## src/rtl/cam_init_seq_pkg.sv

```systemverilog
// Shared types and constants for the camera init sequencer: FSM states,
// table entry layout and the end-of-table marker.
package cam_pkg;

  typedef enum logic [3:0] {
    S_IDLE,
    S_RST_LOW,
    S_RST_WAIT,
    S_FETCH,
    S_CHECK,
    S_ISSUE,
    S_WAIT_DONE,
    S_GAP,
    S_DONE,
    S_ERROR
  } cam_state_e;

  localparam logic [15:0] END_MARKER   = 16'hFFFF;
  localparam logic [7:0]  DEF_SLAVE_ID = 8'h42;

  // Table entry is {reg_addr, reg_data}; these are the field offsets.
  localparam int ENTRY_W    = 8;
  localparam int ENTRY_ADDR = 8;
  localparam int ENTRY_DATA = 0;

  function automatic int max3(int a, int b, int c);
    int m;
    m = (a > b) ? a : b;
    return (m > c) ? m : c;
  endfunction

endpackage

```

## src/rtl/cam_init_seq_delay_cnt.sv

```systemverilog
// Loadable down-counter with zero flag; shared by the reset-low, reset-wait
// and inter-write gap delays. Saturates at zero.
module cam_delay_cnt #(
  parameter int W = 8
) (
  input  logic         clk,
  input  logic         reset,
  input  logic         load,
  input  logic [W-1:0] load_val,
  output logic         zero
);

  logic [W-1:0] cnt_q, cnt_d;

  always_comb begin
    cnt_d = cnt_q;
    if (load)              cnt_d = load_val;
    else if (cnt_q != '0)  cnt_d = cnt_q - 1'b1;
  end

  always_ff @(posedge clk or negedge reset) begin
    if (!reset) cnt_q <= '0;
    else        cnt_q <= cnt_d;
  end

  assign zero = (cnt_q == '0);

endmodule

```

## src/rtl/cam_init_seq.sv

```systemverilog
// Camera power-up sequencer: pulses cam_rst, waits for settle, then walks an
// external register ROM issuing one SCCB write per entry, with NACK retries.
module cam_init_seq
  import cam_pkg::*;
#(
  parameter int          RST_LOW_CYC  = 1000,
  parameter int          RST_WAIT_CYC = 100000,
  parameter int          GAP_CYC      = 1000,
  parameter int          NUM_REGS     = 64,
  parameter int          MAX_RETRY    = 3,
  parameter logic [7:0]  SLAVE_ID     = DEF_SLAVE_ID,
  localparam int         AW = (NUM_REGS > 1) ? $clog2(NUM_REGS) : 1
) (
  input  logic          clk,
  input  logic          reset,
  input  logic          start,
  output logic          cam_rst,
  output logic [AW-1:0] rom_addr,
  input  logic [15:0]   rom_data,
  output logic          wr_req,
  output logic [7:0]    wr_id,
  output logic [7:0]    wr_addr,
  output logic [7:0]    wr_data,
  input  logic          wr_ack,
  input  logic          wr_done,
  input  logic          wr_nack,
  output logic          busy,
  output logic          init_done,
  output logic          init_err,
  output logic [AW-1:0] err_index
);

  localparam int DMAX = max3(RST_LOW_CYC, RST_WAIT_CYC, GAP_CYC) + 1;
  localparam int DW   = (DMAX > 1) ? $clog2(DMAX) : 1;
  localparam int RW   = (MAX_RETRY > 0) ? $clog2(MAX_RETRY + 1) : 1;

  cam_state_e    state_q, state_d;
  logic [AW-1:0] index_q, index_d;
  logic [RW-1:0] retry_q, retry_d;
  logic [7:0]    wr_addr_q, wr_addr_d;
  logic [7:0]    wr_data_q, wr_data_d;
  logic [AW-1:0] err_index_q, err_index_d;
  logic          cam_rst_q, wr_req_q, busy_q, init_done_q, init_err_q;

  logic          cnt_load;
  logic [DW-1:0] cnt_val;
  logic          cnt_zero;

  cam_delay_cnt #(.W(DW)) u_delay (
    .clk      (clk),
    .reset    (reset),
    .load     (cnt_load),
    .load_val (cnt_val),
    .zero     (cnt_zero)
  );

  always_comb begin
    state_d     = state_q;
    index_d     = index_q;
    retry_d     = retry_q;
    wr_addr_d   = wr_addr_q;
    wr_data_d   = wr_data_q;
    err_index_d = err_index_q;
    cnt_load    = 1'b0;
    cnt_val     = '0;
    case (state_q)
      S_IDLE, S_DONE, S_ERROR: begin
        if (start) begin
          state_d     = S_RST_LOW;
          index_d     = '0;
          err_index_d = '0;
          cnt_load    = 1'b1;
          cnt_val     = DW'(RST_LOW_CYC - 1);
        end
      end
      S_RST_LOW: begin
        if (cnt_zero) begin
          state_d  = S_RST_WAIT;
          cnt_load = 1'b1;
          cnt_val  = DW'(RST_WAIT_CYC - 1);
        end
      end
      S_RST_WAIT: begin
        if (cnt_zero) begin
          state_d = S_FETCH;
          index_d = '0;
        end
      end
      // rom_addr already shows index; synchronous ROM answers next cycle
      S_FETCH: state_d = S_CHECK;
      S_CHECK: begin
        if (rom_data == END_MARKER) begin
          state_d = S_DONE;
        end else begin
          wr_addr_d = rom_data[ENTRY_ADDR +: ENTRY_W];
          wr_data_d = rom_data[ENTRY_DATA +: ENTRY_W];
          retry_d   = '0;
          state_d   = S_ISSUE;
        end
      end
      S_ISSUE: begin
        if (wr_ack) state_d = S_WAIT_DONE;
      end
      S_WAIT_DONE: begin
        if (wr_done) begin
          if (!wr_nack) begin
            state_d  = S_GAP;
            cnt_load = 1'b1;
            cnt_val  = DW'(GAP_CYC - 1);
          end else if (retry_q < RW'(MAX_RETRY)) begin
            retry_d = retry_q + 1'b1;
            state_d = S_ISSUE;
          end else begin
            err_index_d = index_q;
            state_d     = S_ERROR;
          end
        end
      end
      S_GAP: begin
        if (cnt_zero) begin
          if (index_q == AW'(NUM_REGS - 1)) begin
            state_d = S_DONE;
          end else begin
            index_d = index_q + 1'b1;
            state_d = S_FETCH;
          end
        end
      end
      default: state_d = S_IDLE;
    endcase
  end

  // Outputs are registered off the next state so they line up with state_q.
  always_ff @(posedge clk or negedge reset) begin
    if (!reset) begin
      state_q     <= S_IDLE;
      index_q     <= '0;
      retry_q     <= '0;
      wr_addr_q   <= '0;
      wr_data_q   <= '0;
      err_index_q <= '0;
      cam_rst_q   <= 1'b0;
      wr_req_q    <= 1'b0;
      busy_q      <= 1'b0;
      init_done_q <= 1'b0;
      init_err_q  <= 1'b0;
    end else begin
      state_q     <= state_d;
      index_q     <= index_d;
      retry_q     <= retry_d;
      wr_addr_q   <= wr_addr_d;
      wr_data_q   <= wr_data_d;
      err_index_q <= err_index_d;
      cam_rst_q   <= !(state_d inside {S_IDLE, S_RST_LOW});
      wr_req_q    <= (state_d == S_ISSUE);
      busy_q      <= !(state_d inside {S_IDLE, S_DONE, S_ERROR});
      init_done_q <= (state_d == S_DONE);
      init_err_q  <= (state_d == S_ERROR);
    end
  end

  assign cam_rst   = cam_rst_q;
  assign rom_addr  = index_q;
  assign wr_req    = wr_req_q;
  assign wr_id     = SLAVE_ID;
  assign wr_addr   = wr_addr_q;
  assign wr_data   = wr_data_q;
  assign busy      = busy_q;
  assign init_done = init_done_q;
  assign init_err  = init_err_q;
  assign err_index = err_index_q;

endmodule

```

## config.mk

```make
export PLATFORM = sky130hd
export DESIGN_NAME = cam_init_seq
export DESIGN_NICKNAME = d
export VERILOG_FILES = /design/src/rtl/cam_init_seq_pkg.sv /design/src/rtl/cam_init_seq_delay_cnt.sv /design/src/rtl/cam_init_seq.sv
export SDC_FILE = /design/constraint.sdc
export NUM_CORES = 1
export LEC_CHECK = 0
export CORE_MARGIN = 2
export CORE_UTILIZATION = 46
export DETAILED_ROUTE_END_ITERATION = 8
export PLACE_DENSITY = 0.85
export SLEW_MARGIN = 10
export SYNTH_ARGS = -nofsm -noshare
export SYNTH_HDL_FRONTEND = slang
export SYNTH_SLANG_ARGS = --single-unit
```

## constraint.sdc

```tcl
create_clock -name clk -period 2.03 [get_ports clk]
set_input_delay 0.3045 -clock clk [delete_from_list [all_inputs] [get_ports clk]]
set_output_delay 0.3045 -clock clk [all_outputs]
set_load 0.005 [all_outputs]
```

* Word-level counts from Yosys, hierarchy flattened *
Cells that the tools add are included.

word-level totals
  flip-flop bits (word level) = 56
  bits of input ports = 22
  word-level logic and storage cells = 95

operators by class
  $add $sub $neg = 3
  equal/unequal tests = 24
  reductions and logical operators = 17
  mux-type cells = 37
  $lt $le $gt $ge = 1
  bitwise logic cells = 1

operator list
  operator                                             number
  2-to-1 mux 17 bit                                    3
  one-hot mux 17 bit (3 select lines)                  1
  2-to-1 mux 6 bit                                     7
  2-to-1 mux 4 bit                                     10
  one-hot mux 4 bit (8 select lines)                   1
  2-to-1 mux 10 bit                                    3
  == test 4 x 3 -> 1 bit (second input constant)       5
  inequality test 2 bit (second input constant)        9
  one-hot mux 6 bit (3 select lines)                   1
  logical NOT 17 bit                                   1
  nonzero test 17 bit                                  1
  subtractor 17 x 1 -> 17 bit (second input constant)  1
  == test 16 bit (second input constant)               1
  == test 4 bit (second input constant)                4
  AND reduction 5 bit                                  3
  one-hot mux 6 bit (2 select lines)                   1
  == test 4 x 1 -> 1 bit (second input constant)       2
  == test 4 x 2 -> 1 bit (second input constant)       2
  logical NOT 4 bit                                    2
  2-to-1 mux 2 bit                                     4
  nonzero test 2 bit                                   4
  adder 6 x 1 -> 6 bit (second input constant)         1
  == test 6 bit (second input constant)                1
  nonzero test 3 bit                                   2
  other kinds (9)                                      13

* Logic depth before layout (Yosys ltp) *
  depth in word-level cells = 8
  depth in mapped cells = 9
  depth with buffers taken out = 8

* Hierarchy *
Synthesis repeated with hierarchy kept, for this count alone.

unflattened totals
  cell total of the unflattened synthesis = 298
  area total of the unflattened synthesis = 3,042.9 um2

modules (own cells, without submodules)
  module         seq. area each (um2)  area each (um2)  instances  cells an instance
  cam_init_seq   975.9                 2,009.4          1          189
  cam_delay_cnt  425.4                 1,033.5          1          109

* Least setup slack after synthesis *
Ideal clock, no wire load.

  path type = reg2reg
  start point = reg u_delay.cnt_q[3]
  end point = reg index_q[3], in the netlist rom_addr[3]
  path slack = 0.126 ns
  data arrival time = 1.786 ns
  setup time = 0.118 ns
  clock period less this slack = 1.904 ns
  cell stages (with the launch flop) = 6
  cells stage by stage = dfrtp_1 -> nor4_4 -> nand4b_1 -> o31ai_4 -> o21ai_0 -> a21o_1

on the way
  longest elaborated chain between the ends = 3
  elaborated cells between the ends (all ways) = 4

RTL lines
  what                             line                          source
  start: declaration               cam_init_seq_delay_cnt.sv:13  logic [W-1:0] cnt_q, cnt_d;
  start signal: assignment         cam_init_seq_delay_cnt.sv:23  else cnt_q <= cnt_d;
  logical NOT 17 bit *             cam_init_seq_delay_cnt.sv:26  assign zero = (cnt_q == '0);
  inequality test 2 bit (no line)  --
  AND reduction 5 bit (no line) *  --
  end signal: assignment           cam_init_seq.sv:149           index_q <= index_d;
  end: declaration                 cam_init_seq.sv:38            logic [AW-1:0] index_q, index_d;

Every way passes the cells marked *; elsewhere a longest branch is shown, timed or not.
A chain may end at the register's enable or synchronous reset.

* Worst setup path in the final report *
  start point = reg u_delay.cnt_q[12]
  end point = reg index_q[5], in the netlist rom_addr[5]

Same word-level chain as after synthesis.

==> results.yml <==
setup_path:
  arrival_ns: 2.18
  crit_path_top_delay_cell: "dfrtp_1"
  cp-end-kind: "flip-flop"
  cp-startpoint: "u_delay.cnt_q[12]"
  reg2reg_setup_slack_ns: 0.09
  required_ns: 2.27
  r2r_start: "u_delay.cnt_q[12]"
  reg2reg_depth: 6
  slowest_delay_ns: 0.44
  crit_chain: "nor4_2 -> nand4b_1 -> buf_4 -> o31a_1 -> o21ai_0 -> a21boi_2"
  crit_fanout: 5
  r2r-end: "rom_addr[5]"
  crit_path_end: "rom_addr[5]"
  worstSetupStartpointType: "flip-flop"
  critPathKind: "flip-flop to flip-flop"
route:
  top_layer: "met4"
  antenna_left: 0
  num_vias: 2450
  route.met3.wl_um: 352
  drtPass1Iterations: 4
  drt_first_iter_violations: 100
  vias_per_cell: 5.518
  wl_met2_um: 3336
  drc_errors: 0
  wl_met1_um: 3000
  wl_per_cell_um: 15.17
  wl_um: 6735
synthesis:
  yosys.area.top_type: "dfrtp_1"
  postSynthCellCount: 282
  async_reset_ff_frac: 1.000
  synth-seq-cells: 56
  ys_warn_count: 0
  seq_area_frac_synth: 0.4718
  synth_edf_count: 0
  synth_cell_types: 58
  syn-cell-area_mm2: 0.002970
  synth_area_per_cell_um2: 10.53
  netlist.area_leader.share: 0.4718
  synthTopCellsByArea: "dfrtp_1, mux2_2, o21ai_0"
  synthFlopType: "dfrtp_1"
sta:
  min_period_ns: 1.943
  period_share: 0.9572
  relSlewSlack: 0.6303
  whs_ns: 0.4946
  hold_viol_final: 0
  finClkSkew_ns: 0.009117
  finalMaxSlewViolations: 0
  worst_pin_slew_ns: 0.5545
  fmax_ghz: 0.5146
  final-setup-viol-count: 0
  rsz0062_at_grt: "true"
global_routing:
  grt_pass1_vias: 2406
  grt_usage: 0.1893
  grt_overflow_total: 0
  grt_max_degree: 34
  grt_pass1_wl_um: 11180
  antenna_found_initial: 0
clock_network:
  numCtsBuffers: 5
  ctsRootBufferMaster: "clkbuf_8"
  cts_tree: "built"
  htreeDepth: 2
  clk_path_buf_depth: 2
  clkLatencyLatePin_ns: 0.31
  clk_pin_slew_ns: 0.10
  cts.sink_count: 56
power_and_ir_drop:
  irDropWorstVdd_uv: 444.8
  power_w: 0.002547
  p_per_area_mw_per_mm2: 649.2
  leakagePower_nw: 1.776
floorplanning:
  die_x_um: 84.36
  die_area_mm2: 0.007116
  start_util: 0.4705
  io_pins: 63
  die_y_um: 84.36
  fp.coreArea_mm2: 0.006314
  std_cell_rows: 29
final_layout:
  nFillCells: 529
  regArea_mm2: 0.001404
  final_nets: 393
  multi_input_area_mm2: 0.001440
  synthToLayoutAreaGrowth_pct: 32.10
  diodes: 0
  final_layout_size_suffix_gt1_frac: 0.2125
  fin_util: 0.6215
worst_hold_path:
  hold_path_class: "flip-flop to flip-flop"
  whs_path_depth: 1
place:
  portBuffers: 54
  gp_congestion: 0.9054
  dp_hpwl_um: 4962
status:
  status: "finished clean"
job:
  maxCapViolCount: 0
==> cell usage after synthesis (3+ instances only) <==
| master | n |
|---|---|
| o211ai_1 | 3 |
| nor3_1 | 8 |
| nor4_1 | 3 |
| nand2_1 | 23 |
| xnor2_1 | 8 |
| buf_4 | 9 |
| o21ai_0 | 18 |
| nand2b_1 | 3 |
| nor2_1 | 12 |
| a211oi_1 | 4 |
| inv_1 | 8 |
| xor2_1 | 6 |
| ha_1 | 4 |
| nand4b_1 | 4 |
| buf_6 | 5 |
| o31ai_1 | 3 |
| a21oi_1 | 8 |
| and2_1 | 8 |
| a31oi_1 | 3 |
| dfrtp_1 | 56 |
| mux2_2 | 9 |
| nand4_1 | 9 |
| nand3b_1 | 3 |
| nand3_1 | 13 |
| mux2_1 | 7 |
==> worst max-delay path, delay by kind of cell (launching register included) <==
family	cells	cell delay (ns)
compound gates	3	0.73
simple gates	2	0.52
flops	1	0.44
buf+inv	1	0.19
==> power by group <==
part	switching, W	internal [W]
Sequential	0.0000825	0.00119
Combinational	0.000214	0.000216
Clock	0.000358	0.000486
==> registers in the layout, summed over array words and instances (netlist names) <==
name / cells
u_delay.cnt_q: 17
init_err: 1
rom_addr: 6
wr_addr: 8
wr_req: 1
init_done: 1
err_index: 6
busy: 1
retry_q: 2
cam_rst: 1
wr_data: 8
state_q: 4
==> cells by family after synthesis <==
group                    after synthesis  share of synthesized area
buffers and inverters                 27                    0.05897
AO/OA/AOI/OAI                         53                     0.1238
flip-flops                            56                     0.4718
multiplexers                          16                    0.06066
XOR/XNOR                              14                    0.04128
other                                  2                   0.002528
adder cells (fa/ha/maj)                4                    0.01685
AND/OR/NAND/NOR                      110                     0.2241
==> layout by cell type, fill, tap and decap left out, types with 4 or more instances in the layout <==
cell and count:
nand4_1 9, a21oi_1 8, nor2_1 12, and2_1 7
nor3_1 8, inv_1 8, mux2_1 7, xor2_1 6
xnor2_1 8, ha_1 4, mux2_2 9, nand2_1 23
o21ai_0 18, clkdlybuf4s50_1 53, conb_1 8, dfrtp_1 54
buf_4 34, clkbuf_8 5, nand3_1 13, nand4b_1 4
==> stage by stage <==
stage                     instance area, um^2  setup WS, ns   TNS, ns  std cells
after floorplan                          2993        0.1264         0        288
after global placement                   3751       -0.2647    -6.156        435
after detailed placement                 3751       -0.2969    -7.283        435
after CTS                                3890       0.03585         0        443
after global routing                     3924      -0.03655  -0.08822        444
final                                    3924       0.08684         0        444
==> worst min path at each step <==
stage | from | endpoint | slack (ns)
after floorplan | reset | busy | 0.009
after global placement | reset | u_delay.cnt_q[10] | 0.32
after detailed placement | reset | u_delay.cnt_q[10] | 0.32
after CTS | wr_addr[2] | wr_addr[2] | 0.50
after global routing | wr_addr[4] | wr_addr[4] | 0.51
final | wr_addr[2] | wr_addr[2] | 0.49
==> routing by layer <==
layer,track usage,vias up
met3,0.04425,5
li1,-,1175
met4,0.03319,0
met2,0.3297,69
met5,0,-
met1,0.2454,1201
==> final cells by class <==
cell class	count	share of cell area
inverter	9	0.008610
sequential	56	0.3578
tap	77	0.02455
timing repair buffer	90	0.2092
multi-input combinational	205	0.3670
clock buffer	5	0.01754
clock inverter	2	0.01531
==> repair_timing <==
item                                   CTS  global route
setup buffers                            0             1
endpoints found under the hold margin   17             0
gates resized for setup                  0             7
setup endpoints to repair                0            17
hold buffers                             1             0
Power figures use the tool's default switching activity.
